### src/rtl/sram_ctrl_pkg.sv
// Shared types and constants for the SRAM bank sequencing controller.
package sram_ctrl_pkg;

  localparam int unsigned SramCtrlNumPorts = 2;

  typedef enum logic [1:0] {
    ACTIVE    = 2'd0,
    RETENTIVE = 2'd1,
    WAKE      = 2'd2
  } sram_ctrl_state_e;

  typedef struct packed {
    logic valid;
    logic idx;
  } sram_ctrl_resp_t;

endpackage

### src/rtl/sram_rr_arb.sv
// Two-input round-robin arbiter; the pointer remembers the last granted port.
module sram_rr_arb
  import sram_ctrl_pkg::*;
(
  input  logic                        clk,
  input  logic                        rst,
  input  logic [SramCtrlNumPorts-1:0] req,
  input  logic                        en,
  output logic [SramCtrlNumPorts-1:0] gnt,
  output logic                        idx
);

  logic last;

  always_comb begin
    idx = 1'b0;
    if (req == 2'b11) begin
      idx = ~last;
    end else if (req[1]) begin
      idx = 1'b1;
    end
    gnt = '0;
    if (en && (|req)) begin
      gnt[idx] = 1'b1;
    end
  end

  // Pointer resets to port 1 so that the first contended grant goes to port 0.
  always_ff @(posedge clk) begin
    if (rst) begin
      last <= 1'b1;
    end else if (|gnt) begin
      last <= idx;
    end
  end

endmodule

### src/rtl/sram_bank_ctrl.sv
// SRAM bank controller: round-robin sharing of one bank port plus retention sequencing.
// Optional auto-retention idle counter is built when SRAM_AUTO_RET_EN is defined.
module sram_bank_ctrl
  import sram_ctrl_pkg::*;
#(
  parameter  int unsigned NumWords   = 8192,
  parameter  int unsigned IdleCycles = 64,
  parameter  int unsigned WakeCycles = 2,
  localparam int unsigned AddrWidth  = $clog2(NumWords)
) (
  input  logic                                       clk_i,
  input  logic                                       rst_i,
  input  logic [SramCtrlNumPorts-1:0]                req_i,
  input  logic [SramCtrlNumPorts-1:0]                we_i,
  input  logic [SramCtrlNumPorts-1:0][AddrWidth-1:0] addr_i,
  input  logic [SramCtrlNumPorts-1:0][31:0]          wdata_i,
  input  logic [SramCtrlNumPorts-1:0][3:0]           be_i,
  output logic [SramCtrlNumPorts-1:0]                gnt_o,
  output logic [SramCtrlNumPorts-1:0]                rvalid_o,
  output logic [31:0]                                rdata_o,
  input  logic                                       force_ret_i,
  output logic                                       ret_o,
  output logic                                       mem_req_o,
  output logic                                       mem_we_o,
  output logic [AddrWidth-1:0]                       mem_addr_o,
  output logic [31:0]                                mem_wdata_o,
  output logic [3:0]                                 mem_be_o,
  output logic                                       mem_set_retentive_no,
  input  logic [31:0]                                mem_rdata_i
);

  localparam int unsigned WakeW = $clog2(WakeCycles + 1);

  if (IdleCycles < 1 || WakeCycles < 1) begin : g_bad_cfg
    $error("sram_bank_ctrl: IdleCycles and WakeCycles must be at least 1");
  end

  sram_ctrl_state_e                  state_q, state_d;
  logic [WakeW-1:0]                  wake_q;
  sram_ctrl_resp_t                   resp_q;
  logic [SramCtrlNumPorts-1:0]       gnt;
  logic                              arb_idx;
  logic                              arb_en;
  logic                              idle;
  logic                              idle_hit;
  logic                              wake_done;

  assign idle      = (req_i == '0);
  assign wake_done = (wake_q == WakeW'(WakeCycles - 1));
  // Grants are gated during reset so the bank sees no access while state clears.
  assign arb_en    = (state_q == ACTIVE) && !force_ret_i && !rst_i;

  sram_rr_arb u_arb (
    .clk (clk_i),
    .rst (rst_i),
    .req (req_i),
    .en  (arb_en),
    .gnt (gnt),
    .idx (arb_idx)
  );

`ifdef SRAM_AUTO_RET_EN
  localparam int unsigned IdleW = $clog2(IdleCycles + 1);
  logic [IdleW-1:0] idle_q;

  assign idle_hit = idle && (idle_q == IdleW'(IdleCycles - 1));

  always_ff @(posedge clk_i) begin
    if (rst_i) begin
      idle_q <= '0;
    end else if ((state_q == ACTIVE) && idle && (state_d == ACTIVE)) begin
      idle_q <= idle_q + IdleW'(1);
    end else begin
      idle_q <= '0;
    end
  end
`else
  assign idle_hit = 1'b0;
`endif

  always_ff @(posedge clk_i) begin
    if (rst_i) begin
      state_q <= ACTIVE;
    end else begin
      state_q <= state_d;
    end
  end

  always_comb begin
    state_d = state_q;
    unique case (state_q)
      ACTIVE:    if ((force_ret_i && !(|gnt)) || idle_hit) state_d = RETENTIVE;
      RETENTIVE: if ((|req_i) && !force_ret_i) state_d = WAKE;
      WAKE:      if (wake_done) state_d = ACTIVE;
      default:   state_d = ACTIVE;
    endcase
  end

  always_comb begin
    ret_o                = (state_q == RETENTIVE);
    mem_set_retentive_no = (state_q != RETENTIVE);
    gnt_o                = gnt;
    mem_req_o            = |gnt;
    mem_we_o             = (|gnt) && we_i[arb_idx];
    mem_addr_o           = addr_i[arb_idx];
    mem_wdata_o          = wdata_i[arb_idx];
    mem_be_o             = be_i[arb_idx];
    rdata_o              = mem_rdata_i;
    rvalid_o             = '0;
    rvalid_o[resp_q.idx] = resp_q.valid;
  end

  always_ff @(posedge clk_i) begin
    if (rst_i) begin
      wake_q <= '0;
    end else if ((state_q == WAKE) && (state_d == WAKE)) begin
      wake_q <= wake_q + WakeW'(1);
    end else begin
      wake_q <= '0;
    end
  end

  always_ff @(posedge clk_i) begin
    if (rst_i) begin
      resp_q <= '0;
    end else begin
      resp_q <= '{valid: |gnt, idx: arb_idx};
    end
  end

endmodule

### config.mk
export PLATFORM = sky130hd
export DESIGN_NAME = sram_bank_ctrl
export DESIGN_NICKNAME = d
export VERILOG_FILES = /design/src/rtl/sram_ctrl_pkg.sv /design/src/rtl/sram_rr_arb.sv /design/src/rtl/sram_bank_ctrl.sv
export SDC_FILE = /design/constraint.sdc
export NUM_CORES = 1
export LEC_CHECK = 0
export ABC_AREA = 1
export BUFFER_PORTS_ARGS = -buffer_cell sky130_fd_sc_hd__buf_2
export CAP_MARGIN = 10
export CORE_AREA = 3 3 86 88
export CTS_BUF_LIST = sky130_fd_sc_hd__clkbuf_16
export DETAILED_ROUTE_END_ITERATION = 8
export DIE_AREA = 0 0 89 91
export PLACE_DENSITY_LB_ADDON = 0.3
export RECOVER_POWER = 25
export SLEW_MARGIN = 20
export SYNTH_ARGS = -nofsm -noshare
export SYNTH_HDL_FRONTEND = slang
export SYNTH_SLANG_ARGS = --single-unit
### constraint.sdc
create_clock -name clk_i -period 1.1 [get_ports clk_i]
set_input_delay 0.22 -clock clk_i [delete_from_list [all_inputs] [get_ports clk_i]]
set_output_delay 0.22 -clock clk_i [all_outputs]
set_load 0.01 [all_outputs]
==> results of run 1 <==
cells in the mapped netlist:
library cell and number:
nand2_1 154, buf_4 32, inv_1 13, nor2_1 12
dfxtp_1 7, buf_2 5, buf_6 5, nand3_1 5
a21oi_1 2, ha_1 1, inv_4 1, nand2_2 1
nand2_4 1, nor3_1 1
where the power goes:
group | switching, mW | internal, mW | total, mW | leakage (nW)
logic | 0.456 | 0.476 | 0.931 | 1.37
registers | 0.0105 | 0.267 | 0.278 | 0.0584
clock network | 0.139 | 0.473 | 0.611 | 0.0423
total | 0.605 | 1.22 | 1.82 | 1.47
worst paths after layout:
check,slack (ps),to,cells after the start
max,-360,mem_wdata_o[23],7
min,230,state_q[1],2
max reg2reg,-70,u_arb.last,7
min reg2reg,430,wake_q[0],1
placed cells by master, fill, tap and decap left out:
cell	instances
nor3_1	1
nor2_1	8
buf_12	4
nor2_2	1
nand2_4	1
nand3_1	4
buf_6	5
buf_2	159
nand2_8	1
inv_1	12
nand2_2	1
ha_1	1
dfxtp_2	3
clkbuf_16	7
nand3_4	1
inv_2	1
buf_4	10
inv_4	1
nand2_1	153
nor2_4	3
a21oi_2	1
a21oi_1	1
dfxtp_4	1
dfxtp_1	3
inv_8	1
final cells by class:
class                           count  area [sq um]
Clock inverter                      1          3.75
Multi-Input combinational cell    177           751
Inverter                           14          62.6
Timing Repair Buffer              182          1110
Tap cell                           80           100
Fill cell                         777          4470
Sequential cell                     7           148
Clock buffer                        3          75.1
through the flow:
| step | cell area, sq um | worst slack [ps] | hold WS, ps | setup TNS, ps |
|---|---|---|---|---|
| after CTS | 2090 | -354 | 195 | -16560 |
| final | 2250 | -364 | 227 | -18080 |
| after detailed placement | 1940 | -155 | 419 | -6280 |
| after global routing | 2250 | -442 | 243 | -22280 |
| after floorplan | 1210 | 48.6 | 289 | 0 |
| after global placement | 1940 | -157 | 407 | -5610 |
flip-flops by register name, summed over array words and instances, names as in the netlist:
name,count
u_arb.last,1
resp_q,2
wake_q,2
state_q,2
cells by family after synthesis:
kind of cell / share of synthesized area [%]
simple gates: 55.4
buf+inv: 31.1
flops: 11.6
compound gates: 0.827
fa+ha+maj: 1.03
layer usage:
metal  wire length [um]  global-route usage [%]
met1               1920                    10.5
met2               2800                    20.3
met3                544                    3.81
met4                102                    3.85
met5                 13                       0
repair_timing:
item,CTS,global route
setup buffers,3,1
gates cloned,0,4
gates resized for setup,15,13
pin swaps,4,3
setup endpoints to repair,55,57
hold buffers,0,0
==> impl_metrics.py, run 1 <==
metrics = {
    "global_route": {
        "grt_max_degree": 27,
        "grt_pass1_vias": 1648,
        "grt-ovfl-total": 0,
        "grt_pass1_wl_um": 7130,
        "gr-usage-all-layers_pct": 10.8,
        "antenna_found_initial": 1,
    },
    "drt": {
        "viasPerCell": 4.02,
        "first_pass_iters": 4,
        "drc_errors": 0,
        "vias": 1865,
        "wl_per_cell_um": 11.6,
        "routed_wl_um": 5380,
        "drt-initial-drc-count": 42,
        "drtAntennaViolNets": 0,
    },
    "timing": {
        "fin_worst_skew_ps": 0.814,
        "setup_violations": 56,
        "maxSlewHeadroom_pct": 90.1,
        "rsz0062_at_grt": "yes",
        "fmax_mhz": 683,
        "maxSlewViolCount": 0,
        "layout_setup_ws_ps": -364,
        "finalHoldViolCount": 0,
        "tightest_slew_ps": 147,
        "final.period_utilization_pct": 133,
        "min_period_ps": 1460,
    },
    "outcome": {
        "failed_checks": "setup timing",
        "status": "finished with violations",
    },
    "setup_path": {
        "crit_fanout": 11,
        "crit_required_ps": 880,
        "r2r-start": "state_q[1]",
        "critPathCaptureType": "output pin",
        "cp_slowest_stage_delay_ps": 330,
        "path_cells": "nand2_4 > nand2_8 > inv_8 > buf_12 > nand2_1 > nand2_1 > buf_2",
        "startpoint_type": "flop",
        "cp_common_cell": "nand2_1",
        "cp_slowest_cell": "dfxtp_2",
        "worst-path-buf-inv": 3,
        "worstPathArrival_ps": 1240,
        "path_delay_family": "buffers and inverters",
        "criticalPathCategory": "reg2out",
        "critPathLaunch": "u_arb.last",
    },
    "synth": {
        "synth_cells": 240,
        "yosysSeqAreaShare_pct": 11.6,
        "synth-seq-cells": 7,
        "yosysWarningCount": 0,
        "postSynthAreaPerCell_sq_um": 5.04,
        "synthDominantAreaCellType": "nand2_1",
        "syn_area_sq_mm": 0.00121,
        "yosys-top-cells-area": "nand2_1 48%, buf_4 20%, dfxtp_1 12%, buf_6 4.7%, inv_1 4.0%",
        "yosysTopAreaCellShare_pct": 47.8,
        "syn_nets": 378,
        "ys_types": 14,
    },
    "clock_network": {
        "cts_tree": "done",
        "numCtsBuffers": 3,
        "clockBufferDepth": 2,
        "root_buffer": "clkbuf_16",
        "cts_sinks": 7,
        "clk_latency_ps": 230,
        "cts.clk_slew.worst_paths_ps": 40,
        "cts_max_level": 1,
    },
    "die": {
        "dieWidth_um": 89,
        "die_h_um": 91,
        "rows": 30,
        "io_pins": 226,
        "start_util_pct": 18.0,
        "core_area_sq_mm": 0.00672,
        "dieArea_sq_mm": 0.00810,
    },
    "placement": {
        "gp_congestion": 0.745,
        "hpwl_um": 4080,
        "io_buffers": 161,
        "placedCellCount": 452,
    },
    "finish": {
        "nNetsFinal": 523,
        "stdcell_count": 464,
        "drive_above_1_share_pct": 52.3,
        "area_growth_pct": 85.7,
        "post-route-util_pct": 33.4,
        "diodes": 0,
    },
    "power": {
        "pwr_density_cell_mw_per_mm2": 810,
        "irDropWorstVdd_mv": 0.737,
        "power_mw": 1.82,
        "p_leak_nw": 1.47,
    },
    "worst_hold_path": {
        "hold_path_class": "in2reg",
        "worstHoldStart": "rst_i",
    },
    "job": {
        "cap_violations": 0,
    },
}
(Power assumes the default switching activity.)
==> inputs of run 2 (changes only) <==
Settings changed: PLACE_DENSITY set to 0.65, PLACE_DENSITY_LB_ADDON 0.3 to not set, SYNTH_HIERARCHICAL set to 1.
==> run 2 against run 1 <==
  * The flow still finishes with violations (setup timing)
  * Flip-flop and latch count unchanged
  * Cell area increased by 32%
  * First-iteration DRC count fell by 7.1%
  * Utilization is 11 points higher
  * Total power grew 26%
  * Area after synthesis is 3.5% higher
  * Via count is 7.1% higher
  * Clock-buffer cell count is the same
  * Clock skew grew 1.8 ps
  * Register-to-register slack worse by 150 ps
  * Highest routed layer is now met4
==> impl_metrics.py, run 2 <==
metrics = {
    "synth": {
        "yosysSeqAreaShare_pct": 11.2,
        "synthDominantAreaCellType": "nand2_1",
        "synth.most_common_cell": "nand2_1",
        "yosys-top-cells-area": "nand2_1 46%, buf_4 20%, dfxtp_1 11%, buf_6 5.4%, inv_1 3.3%",
        "syn_nets": 380,
        "syn_area_sq_mm": 0.00125,
        "postSynthAreaPerCell_sq_um": 5.18,
        "synth-seq-cells": 7,
        "synth_ff_type": "dfxtp_1",
        "synthArstFlopShare_pct": 0,
        "synth-edff-count": 0,
        "yosysWarningCount": 6,
        "synth_commonest_cells": "155 x nand2_1, 33 x buf_4, 11 x inv_1",
        "yosysTopAreaCellShare_pct": 46.5,
        "synth_cells": 242,
        "ys_types": 21,
    },
    "worst_hold_path": {
        "hold_path_class": "in2reg",
        "worstHoldStart": "rst_i",
    },
    "drt": {
        "routed_wl_um": 6080,
        "drtAntennaViolNets": 0,
        "drc_errors": 0,
        "m1WireLength_um": 2020,
        "met3_length_um": 420,
        "route.met2.wl_um": 3490,
        "drt-initial-drc-count": 39,
        "vias": 1997,
        "wl_per_cell_um": 13.0,
        "top_layer": "met4",
        "first_pass_iters": 4,
        "viasPerCell": 4.26,
    },
    "placement": {
        "dpl_cell_area_sq_mm": 0.00212,
        "hpwl_um": 4200,
        "placedCellCount": 454,
        "io_buffers": 161,
        "gp_congestion": 0.804,
    },
    "timing": {
        "rsz0062_at_grt": "yes",
        "min_period_ps": 1600,
        "maxSlewHeadroom_pct": 80.6,
        "finalHoldViolCount": 0,
        "setup_violations": 57,
        "final.period_utilization_pct": 145,
        "tightest_slew_ps": 289,
        "maxSlewViolCount": 0,
        "tns_ps": -24870,
        "fin_worst_skew_ps": 2.62,
        "layout_setup_ws_ps": -500,
        "fmax_mhz": 625,
    },
    "setup_path": {
        "criticalPathCategory": "reg2out",
        "critPathCaptureType": "output pin",
        "startpoint_type": "flop",
        "path_cells": "nor4_4 > nand3_1 > inv_2 > nor2_2 > a21oi_2 > buf_2",
        "cp_slowest_cell": "dfxtp_4",
        "crit_fanout": 3,
        "worstPathArrival_ps": 1380,
        "r2r-start": "u_arb/last",
        "crit_required_ps": 880,
        "cp_slowest_stage_delay_ps": 340,
        "critPathLaunch": "state_q[1]",
    },
    "finish": {
        "nFillCells": 660,
        "layout_commonest_cell": "buf_2",
        "final_area_sq_mm": 0.00296,
        "diodes": 0,
        "area_growth_pct": 136,
        "drive_above_1_share_pct": 83.3,
        "reg_top3": "resp_q (2), state_q (2), wake_q (2)",
        "final_cell_mix": "117 x buf_2, 96 x nand2_2, 48 x buf_6, 38 x nand2_1, 21 x nand2_4",
        "nNetsFinal": 528,
        "stdcell_count": 469,
    },
    "global_route": {
        "grt-ovfl-total": 0,
        "grt_max_degree": 30,
        "grt_pass1_wl_um": 8640,
        "gr-usage-all-layers_pct": 13.2,
        "antenna_found_initial": 0,
        "grt_pass1_vias": 1939,
    },
    "clock_network": {
        "clockBufferDepth": 2,
        "cts_sinks": 7,
        "clk_latency_ps": 230,
        "cts_max_level": 1,
        "cts.clk_slew.worst_paths_ps": 40,
        "root_buffer": "clkbuf_16",
        "numCtsBuffers": 3,
        "cts_tree": "done",
    },
    "die": {
        "io_pins": 226,
        "rows": 30,
        "die_h_um": 91,
        "start_util_pct": 18.6,
        "dieWidth_um": 89,
        "dieArea_sq_mm": 0.00810,
        "core_area_sq_mm": 0.00672,
    },
    "outcome": {
        "status": "finished with violations",
        "failed_checks": "setup timing",
    },
    "power": {
        "irDropWorstVdd_mv": 0.379,
        "p_leak_nw": 1.70,
        "pwr_density_cell_mw_per_mm2": 772,
    },
    "job": {
        "cap_violations": 0,
    },
}
## run 2: final timing paths
| kind | to | slack (ps) | cells past startpoint |
|---|---|---|---|
| worst min register to register | wake_q[0] | 420 | 1 |
| worst min-delay path | state_q[1] | 330 | 3 |
| worst max register to register | state_q[0] | -220 | 8 |
| worst max-delay path | mem_we_o | -500 | 6 |
## run 2: cells by family after synthesis
family,synth area share (%)
AOI/OAI and AO/OA,2.60
adders and majority gates,0.999
buffers and inverters,31.2
DFF,11.2
and+or+nand+nor,54.0
## run 2: report_power, final
group	leakage, nW	internal [mW]	switching, mW
Sequential	0.0579	0.269	0.0106
Clock	0.0423	0.473	0.138
Combinational	1.60	0.749	0.649
Total	1.70	1.49	0.797
## run 2: stage by stage
| step | hold WS [ps] | power, mW | setup WS, ps | utilization, % |
|---|---|---|---|---|
| 3_3_place_gp | 406 | 1.19 | -308 | 31.5 |
| 5_1_grt | 344 | 2.42 | -565 | 44.1 |
| 3_5_place_dp | 420 | 1.20 | -339 | 31.5 |
| 4_1_cts | 327 | 2.07 | -483 | 38.4 |
| 6_report | 328 | 2.29 | -500 | 44.1 |
| 2_1_floorplan | 273 | 0.884 | -234 | - |
## run 2: worst max-delay path, delay by kind of cell (launching register included)
family | cells | cell delay (ps)
AO/OA/AOI/OAI | 1 | 90
buffers and inverters | 2 | 220
flip-flops | 1 | 340
AND/OR/NAND/NOR | 3 | 500
## run 2: final cells by class
class / instances / area [sq um] / share of cell area, %
Timing Repair Buffer: 186 / 1420 / 47.9
Sequential cell: 7 / 146 / 4.94
Tap cell: 80 / 100 / 3.38
Clock inverter: 1 / 3.75 / 0.127
Clock buffer: 3 / 75.1 / 2.53
Multi-Input combinational cell: 178 / 1150 / 38.9
Inverter: 14 / 65.1 / 2.20
## run 2: layer usage
layer  vias up  track usage [%]
li1        985                -
met1       890             14.3
met3        21             2.27
met4         0             5.21
met2       101             24.5
met5         -                0
## run 2: timing repair
action / in CTS / in global routing
setup endpoints to repair: 57 / 57
hold buffers: 0 / 0
gates resized for setup: 67 / 84
buffers inserted: 4 / 2
cloned: 3 / 2
pin swaps: 13 / 12
